===== src/rtl/fetch_pkg.sv =====
// Shared constants and types for the instruction fetch unit.
//   FETCH_ADDR_W / FETCH_INSTR_W : default PC and instruction widths
//   FETCH_RESET_PC / FETCH_HALT_WORD : reset PC and the word that stops fetching
//   FETCH_DEPTH / FETCH_CNT_W    : instruction buffer depth and occupancy width
//   fetch_state_t                : fetch FSM states
package fetch_pkg;

   localparam int unsigned FETCH_ADDR_W  = 8;
   localparam int unsigned FETCH_INSTR_W = 16;
   localparam int unsigned FETCH_DEPTH   = 2;
   localparam int unsigned FETCH_CNT_W   = 2;

   localparam logic [FETCH_ADDR_W-1:0]  FETCH_RESET_PC  = 8'h00;
   localparam logic [FETCH_INSTR_W-1:0] FETCH_HALT_WORD = 16'h9800;

   typedef enum logic {
      RUN  = 1'b0,
      HALT = 1'b1
   } fetch_state_t;

endpackage


===== src/rtl/fetch_fifo.sv =====
// Two-entry in-order buffer holding {pc, instruction} pairs for decode.
//   clk, rst_n : clock, asynchronous active-low reset
//   push, din  : write an entry (ignored when full and not popping)
//   pop        : consume the head (ignored when empty)
//   flush      : discard all entries; wins over push
//   head       : oldest entry, always slot 0
//   valid      : at least one entry held
//   count      : number of entries held (0..2)
module fetch_fifo
   import fetch_pkg::*;
#(
   parameter int unsigned WIDTH = FETCH_ADDR_W + FETCH_INSTR_W
) (
   input  logic                   clk,
   input  logic                   rst_n,
   input  logic                   push,
   input  logic                   pop,
   input  logic                   flush,
   input  logic [WIDTH-1:0]       din,
   output logic [WIDTH-1:0]       head,
   output logic                   valid,
   output logic [FETCH_CNT_W-1:0] count
);

   logic [WIDTH-1:0]       slot0;
   logic [WIDTH-1:0]       slot1;
   logic [FETCH_CNT_W-1:0] cnt;
   logic                   do_pop;
   logic                   do_push;

   assign do_pop  = pop & (cnt != '0);
   assign do_push = push & ((cnt != FETCH_CNT_W'(FETCH_DEPTH)) | do_pop);

   // Shift-register organisation: the head is always slot0, so the output
   // comes straight from a flop with no read mux.
   always_ff @(posedge clk or negedge rst_n) begin
      if (!rst_n) begin
         slot0 <= '0;
         slot1 <= '0;
         cnt   <= '0;
      end else if (flush) begin
         cnt <= '0;
      end else if (do_push && do_pop) begin
         if (cnt == FETCH_CNT_W'(1)) begin
            slot0 <= din;
         end else begin
            slot0 <= slot1;
            slot1 <= din;
         end
      end else if (do_pop) begin
         slot0 <= slot1;
         cnt   <= FETCH_CNT_W'(cnt - FETCH_CNT_W'(1));
      end else if (do_push) begin
         if (cnt == '0) begin
            slot0 <= din;
         end else begin
            slot1 <= din;
         end
         cnt <= FETCH_CNT_W'(cnt + FETCH_CNT_W'(1));
      end
   end

   assign head  = slot0;
   assign valid = (cnt != '0);
   assign count = cnt;

endmodule


===== src/rtl/instr_fetch.sv =====
// Instruction fetch unit: drives the combinational ROM port from the PC,
// buffers fetched words with their PC and hands them to decode over
// valid/ready. Supports branch redirect and stops after a halt word.
//   clk, rst_n     : clock, asynchronous active-low reset
//   rom_addr       : ROM address (the PC register)
//   rom_data       : ROM word for rom_addr, same cycle
//   redirect_valid : load redirect_pc, flush the buffer, resume fetching
//   redirect_pc    : redirect target
//   instr_valid    : buffer head holds an instruction
//   instr          : head instruction word
//   instr_pc       : address of the head word
//   instr_ready    : decode takes the head this cycle
//   halted         : fetch stopped by the halt word
module instr_fetch
   import fetch_pkg::*;
#(
   parameter int unsigned              ADDR_W    = FETCH_ADDR_W,
   parameter int unsigned              INSTR_W   = FETCH_INSTR_W,
   parameter logic [ADDR_W-1:0]        RESET_PC  = FETCH_RESET_PC,
   parameter logic [INSTR_W-1:0]       HALT_WORD = FETCH_HALT_WORD
) (
   input  logic               clk,
   input  logic               rst_n,
   output logic [ADDR_W-1:0]  rom_addr,
   input  logic [INSTR_W-1:0] rom_data,
   input  logic               redirect_valid,
   input  logic [ADDR_W-1:0]  redirect_pc,
   output logic               instr_valid,
   output logic [INSTR_W-1:0] instr,
   output logic [ADDR_W-1:0]  instr_pc,
   input  logic               instr_ready,
   output logic               halted
);

   localparam int unsigned ENTRY_W = ADDR_W + INSTR_W;

   fetch_state_t           state;
   logic [ADDR_W-1:0]      pc;
   logic [FETCH_CNT_W-1:0] count;
   logic [ENTRY_W-1:0]     head;
   logic                   pop;
   logic                   issue;

   assign pop = instr_valid & instr_ready;

   // A slot frees up in the same cycle as a pop, so a full buffer still
   // sustains one fetch per cycle while decode keeps accepting.
   assign issue = (state == RUN) & ~redirect_valid &
                  ((count < FETCH_CNT_W'(FETCH_DEPTH)) | pop);

   // PC and fetch state; halted mirrors the state as its own flop.
   always_ff @(posedge clk or negedge rst_n) begin
      if (!rst_n) begin
         state  <= RUN;
         pc     <= RESET_PC;
         halted <= 1'b0;
      end else if (redirect_valid) begin
         state  <= RUN;
         pc     <= redirect_pc;
         halted <= 1'b0;
      end else if (issue) begin
         pc <= ADDR_W'(pc + ADDR_W'(1));
         if (rom_data == HALT_WORD) begin
            state  <= HALT;
            halted <= 1'b1;
         end
      end
   end

   fetch_fifo #(
      .WIDTH (ENTRY_W)
   ) u_fifo (
      .clk   (clk),
      .rst_n (rst_n),
      .push  (issue),
      .pop   (pop),
      .flush (redirect_valid),
      .din   ({pc, rom_data}),
      .head  (head),
      .valid (instr_valid),
      .count (count)
   );

   assign rom_addr = pc;
   assign instr_pc = head[ENTRY_W-1:INSTR_W];
   assign instr    = head[INSTR_W-1:0];

endmodule


===== config.mk =====
export PLATFORM = sky130hd
export DESIGN_NAME = instr_fetch
export DESIGN_NICKNAME = d
export VERILOG_FILES = /design/src/rtl/fetch_pkg.sv /design/src/rtl/fetch_fifo.sv /design/src/rtl/instr_fetch.sv
export SDC_FILE = /design/constraint.sdc
export NUM_CORES = 1
export LEC_CHECK = 0
export ABC_AREA = 1
export BUFFER_PORTS_ARGS = -buffer_cell sky130_fd_sc_hd__buf_4
export CORE_ASPECT_RATIO = 1.4
export CORE_MARGIN = 5
export CORE_UTILIZATION = 45
export DETAILED_ROUTE_END_ITERATION = 10
export PLACE_DENSITY = 0.67
export SKIP_CTS_REPAIR_TIMING = 1
export SYNTH_ARGS = -nofsm -noshare
export SYNTH_HDL_FRONTEND = slang
export SYNTH_SLANG_ARGS = --single-unit

===== constraint.sdc =====
create_clock -name clk -period 3.4 [get_ports clk]
set_input_delay 0.34 -clock clk [delete_from_list [all_inputs] [get_ports clk]]
set_output_delay 0.34 -clock clk [all_outputs]
set_load 0.05 [all_outputs]

# Yosys cells after proc, flatten, opt, wreduce, memory -nomap -nowiden
# Cells that the tools add are included.
[classes]
n_addsub = 3
magnitude_cmp = 1
eq_ne = 7
muxes = 19
bitwise = 9
n_reduce_logical = 13
[ops]
columns = ["cell", "n"]
rows = [
  ["two-way mux 24 bit", 10],
  ["equality test 16 bit (second input constant)", 1],
  ["two-way mux 8 bit", 2],
  ["nonzero test 3 bit", 3],
  ["adder 8 x 1 -> 8 bit (second input constant)", 1],
  ["two-way mux 2 bit", 4],
  ["!= test 2 bit (second input constant)", 4],
  ["nonzero test 2 bit", 4],
  ["bitwise AND 1 bit", 5],
  ["AND reduction 5 bit", 1],
  ["AND reduction 2 bit", 2],
  ["two-way mux 1 bit", 3],
  ["AND reduction 3 bit", 1],
  ["adder 2 x 1 -> 2 bit (second input constant)", 1],
  ["equality test 2 x 1 -> 1 bit (second input constant)", 1],
  ["zero test 2 bit", 1],
  ["< comparator 2 bit (second input constant)", 1],
  ["!= test 2 x 1 -> 1 bit (second input constant)", 1],
  ["NOT 1 bit", 2],
  ["bitwise OR 1 bit", 2],
  ["subtractor 2 x 1 -> 2 bit (second input constant)", 1],
  ["logical AND 1 bit", 1],
]
[word_totals]
register_bits = 59
inputBits = 28
out_inout_bits = 34
word_cells = 57

# Longest topological paths before layout
[depth]
ltp_word = 9
mapped_depth = 12
ltp_nobuf = 11

# Hierarchy
# Synthesis repeated with hierarchy kept, for this count alone.
[unflattened]
cells_unflattened = 526
area_unflattened_um2 = 3579.7
[modules_own_cells]
columns = ["mod", "n_inst", "cells_each", "area_per_inst_um2", "seq_area_each_um2"]
rows = [
  ["fetch_fifo", 1, 420, 2897.8, 1251.2],
  ["instr_fetch", 1, 106, 681.9, 225.2],
]

# Worst setup path after synthesis
# No wires, ideal clock.
[synth_timing]
kind = "register to register"
startpoint = "reg u_fifo.cnt[1], in the netlist u_fifo.count[1]"
endpoint = "reg u_fifo.slot1[5]"
arrival_time_ns = 1.716
slack_ns = 1.563
path_stages_with_launch = 13
path_cell_list = "dfrtp_1 inv_1 ha_1 inv_2 nand2_2 buf_6 nand2_1 nand3_2 inv_2 nand2_4 buf_2 nand2_1 o21ai_1"
[synth_via]
elab_chain_len = 8
[synth_lines]
columns = ["item", "line_no", "text"]
rows = [
  ["start: declaration", "fetch_fifo.sv:27", "logic [FETCH_CNT_W-1:0] cnt;"],
  ["start signal: assignment", "fetch_fifo.sv:52", "cnt <= FETCH_CNT_W'(cnt - FETCH_CNT_W'(1));"],
  ["start signal: assignment", "fetch_fifo.sv:59", "cnt <= FETCH_CNT_W'(cnt + FETCH_CNT_W'(1));"],
  ["nonzero test 2 bit (*)", "fetch_fifo.sv:64", "assign valid = (cnt != '0);"],
  ["via instr_valid", "instr_fetch.sv:28", "output logic instr_valid,"],
  ["bitwise AND 1 bit", "instr_fetch.sv:44", "assign pop = instr_valid & instr_ready;"],
  ["bitwise OR 1 bit / bitwise AND 1 bit (equally long branches)", "instr_fetch.sv:49, fetch_fifo.sv:31", ""],
  ["bitwise AND 1 bit / bitwise OR 1 bit (equally long branches)", "instr_fetch.sv:48, fetch_fifo.sv:32", ""],
  ["bitwise AND 1 bit", "fetch_fifo.sv:32", "assign do_push = push & ((cnt != FETCH_CNT_W'(FETCH_DEPTH)) | do_pop);"],
  ["logical AND 1 bit", "fetch_fifo.sv:43", "end else if (do_push && do_pop) begin"],
  ["!= test 2 bit (no source line), or another cell as far along", "-", ""],
  ["AND reduction 5 bit (no source line)", "-", ""],
  ["end signal: assignment", "fetch_fifo.sv:48", "slot1 <= din;"],
  ["end signal: assignment", "fetch_fifo.sv:57", "slot1 <= din;"],
  ["end: declaration", "fetch_fifo.sv:26", "logic [WIDTH-1:0] slot1;"],
]
# Mark *: on every way through the listed nets, which the timed path passes. The rest lies on a longest branch.
# A chain may end at the register's enable or synchronous reset.

# Worst setup path in the final report
[layout_timing]
startpoint = "reg u_fifo.cnt[1], in the netlist u_fifo.count[1]"
endpoint = "reg u_fifo.slot0[21], in the netlist u_fifo.head[21]"
[layout_via]
elab_chain_len = 8
[layout_lines]
columns = ["item", "line_no", "text"]
rows = [
  ["nonzero test 2 bit", "fetch_fifo.sv:31, fetch_fifo.sv:64", ""],
  ["bitwise AND 1 bit", "instr_fetch.sv:44", ""],
  ["bitwise OR 1 bit / bitwise AND 1 bit (equally long branches)", "instr_fetch.sv:49, fetch_fifo.sv:31", ""],
  ["bitwise AND 1 bit / bitwise OR 1 bit (equally long branches)", "instr_fetch.sv:48, fetch_fifo.sv:32", ""],
  ["bitwise AND 1 bit", "fetch_fifo.sv:32", ""],
  ["logical AND 1 bit", "fetch_fifo.sv:43", ""],
  ["nonzero test 3 bit (no source line)", "-", ""],
  ["AND reduction 3 bit (no source line)", "-", ""],
  ["end signal: assignment", "fetch_fifo.sv:45", "slot0 <= din;"],
  ["end signal: assignment", "fetch_fifo.sv:47", "slot0 <= slot1;"],
  ["end signal: assignment", "fetch_fifo.sv:51", "slot0 <= slot1;"],
  ["end: declaration", "fetch_fifo.sv:25", "logic [WIDTH-1:0] slot0;"],
]
# Parallel ways exist; a longest one is shown, timed or not.

==> metrics.csv <==
stage,metric,value,unit
timing,maxSlewViolCount,0,
setup_path,path_class,reg2reg,
grt,grt.overflow.total,0,
routing,postRouteWirelength,9070,µm
min_path,hp-class,in2async,
routing,ant_nets,0,
setup_path,r2r_cells,10,
place,place_area,0.00396,mm²
synthesis,syn-num-nets,530,
routing,vias,3299,
timing,finalHoldViolCount,0,
cts,clk_latency,360,ps
setup_path,endpoint_kind,flop,
timing,finalCriticalPeriod,2600,ps
final_layout,area_growth,19.9,%
power_and_ir_drop,peakVddDrop,387,µV
place,post-place-cells,634,
grt,grt_max_degree,60,
cts,numCtsBuffers,9,
floorplanning,die_w,84.1,µm
synthesis,netlist_instances,498,
timing,tightest_slew,757,ps
flow_run,drv_cap,0,
cts,clkTransAtPathRegs,60,ps
floorplanning,rows,37,
final_layout,final_cells,649,
timing,finalClockSkew,6.32,ps
timing,period_share,0.763,
power_and_ir_drop,pwr_density_cell,1000,mW/mm²
synthesis,synth.avg_cell_area,6.95,µm²
routing,wl_per_cell,14.0,µm
cts,cts.sinks,59,
final_layout,finalNetCount,580,
grt,track_usage,0.202,
synthesis,synth_cell_types,27,
setup_path,start_kind,flop,
synthesis,syn_area,0.00346,mm²
place,dpl.hpwl,6340,µm
timing,hold_ws,61.1,ps
synthesis,ys_ff_latch,59,
synthesis,seq_area_frac_synth,0.426,
grt,antenna_found_initial,0,
routing,drc,0,
timing,setup_viol,0,
power_and_ir_drop,p_leak,2.22,nW
routing,drt-vias-per-instance,5.08,
routing,drtIter0Drc,205,
place,place_congestion,0.785,
synthesis,synth-warning-count,0,
floorplanning,io_pins,62,
place,port_buffers,61,
timing,finalSetupTns,0,ps
setup_path,cp_max_fo,30,
final_layout,antenna_cells,0,
cts,cts_tree,done,
outcome,outcome,"complete, no violations",
setup_path,required,3640,ps
routing,dr.pass1.iters,5,
cts,cts.htree.levels,3,
floorplanning,fp.dieH,114,µm
timing,rsz0062_at_grt,false,
grt,grt_pass1_vias,3399,
timing,max_freq,385,MHz
grt,grt_first_pass_wirelength,15400,µm
floorplanning,design.core.area,0.00745,mm²
final_layout,fin_area,0.00415,mm²
timing,relSlewSlack,0.495,
setup_path,crit_arrival,2840,ps
power_and_ir_drop,power,0.00416,W
cts,cts_buffer_depth,2,
floorplanning,dieArea,0.00957,mm²
final_layout,drive_gt1_frac,0.190,
cts,root_buffer,clkbuf_8,
floorplanning,initial_core_util,0.464,
[layout by cell type, fill, tap and decap left out]
cell / count
nand2_2: 1
inv_2: 4
nand3b_1: 1
clkinv_2: 1
a31oi_4: 1
o21ai_1: 17
xor2_1: 3
a21oi_1: 2
xnor2_1: 1
clkbuf_8: 11
clkbuf_1: 2
nor2_4: 1
bufinv_16: 1
nand3_1: 24
o211ai_1: 6
o21ai_0: 70
nor2_1: 13
nand4_1: 1
or2_2: 12
a31oi_1: 1
nand2_1: 222
nand3_2: 2
ha_1: 4
dfrtp_1: 59
inv_1: 21
buf_4: 69
nand2_4: 1
nor2_2: 1
[power by group]
part           switching, W  internal, W  leakage, nW
clock network      0.000278     0.000374       0.0995
registers          0.000230      0.00101        0.737
logic               0.00154     0.000735         1.38
total               0.00205      0.00211         2.22
[metrics by stage]
| stage | worst slack [ps] | utilization |
|---|---|---|
| global placement | 857 | 0.531 |
| CTS | 811 | 0.557 |
| detailed placement | 815 | 0.531 |
| finish | 805 | 0.557 |
| floorplan | 1560 | - |
| global route | 618 | 0.557 |
[registers in the layout (all words and copies together), names as in the netlist]
register	cells
u_fifo.head	24
u_fifo.slot1	24
rom_addr	8
u_fifo.count	2
state	1
[per-layer routing]
metal | routed length (µm) | global-route usage | part of all wire | up-vias
li1 | - | - | - | 1689
met1 | 3620 | 0.213 | 0.40 | 1524
met2 | 4820 | 0.373 | 0.53 | 72
met3 | 444 | 0.0527 | 0.049 | 14
met4 | 185 | 0.0901 | 0.020 | 0
met5 | 0 | 0 | 0 | -
[critical path, cell delays in order, from the launching register on]
cell and delay (ps):
dfrtp_1 410, inv_1 150, ha_1 220, inv_2 50
nand2_2 440, inv_2 380, a31oi_4 430, nor2_2 70
buf_4 180, nand2_1 90, nand2_1 50
[cells in the mapped netlist (all sizes together)]
master  instances  share of area
a21oi           2         0.0029
a31oi           2         0.0080
buf            17          0.027
clkbuf         13          0.014
dfrtp          59           0.43
ha              4          0.014
inv            25          0.027
nand2         224           0.25
nand3          26          0.040
nand3b          1         0.0022
nand4           1         0.0018
nor2           15          0.019
o211ai          6          0.013
o21ai          87           0.13
or2            12          0.022
xnor2           1         0.0025
xor2            3         0.0076
[cell type report]
type	count	area, µm²
timing repair buffer	69	518
fill	725	3300
clock buffer	13	159
inverter	25	93.8
sequential	59	1480
multi-input combinational	384	1750
tap	97	121
clock inverter	2	35.0
[path summary, 6_finish.rpt]
path                                   from                to  slack (ps)
max                         u_fifo.count[1]   u_fifo.head[21]         800
min                                   rst_n  u_fifo.slot1[23]          60
max reg2reg                 u_fifo.count[1]   u_fifo.head[21]         800
min reg2reg                u_fifo.slot1[11]  u_fifo.slot1[11]         490
max in group asynchronous             rst_n   u_fifo.head[21]        2850
min in group clk             redirect_pc[5]       rom_addr[5]         200
[cell families (layout without fill, tap and decap cells)]
logic type / after synthesis / in the layout / synth area share
simple gates: 279 / 279 / 0.331
flops: 59 / 59 / 0.426
xor+xnor: 4 / 4 / 0.0101
fa+ha+maj: 4 / 4 / 0.0145
compound gates: 97 / 97 / 0.150
buf+inv: 55 / 109 / 0.0683
No activity file was read; power rests on OpenSTA's default activity.
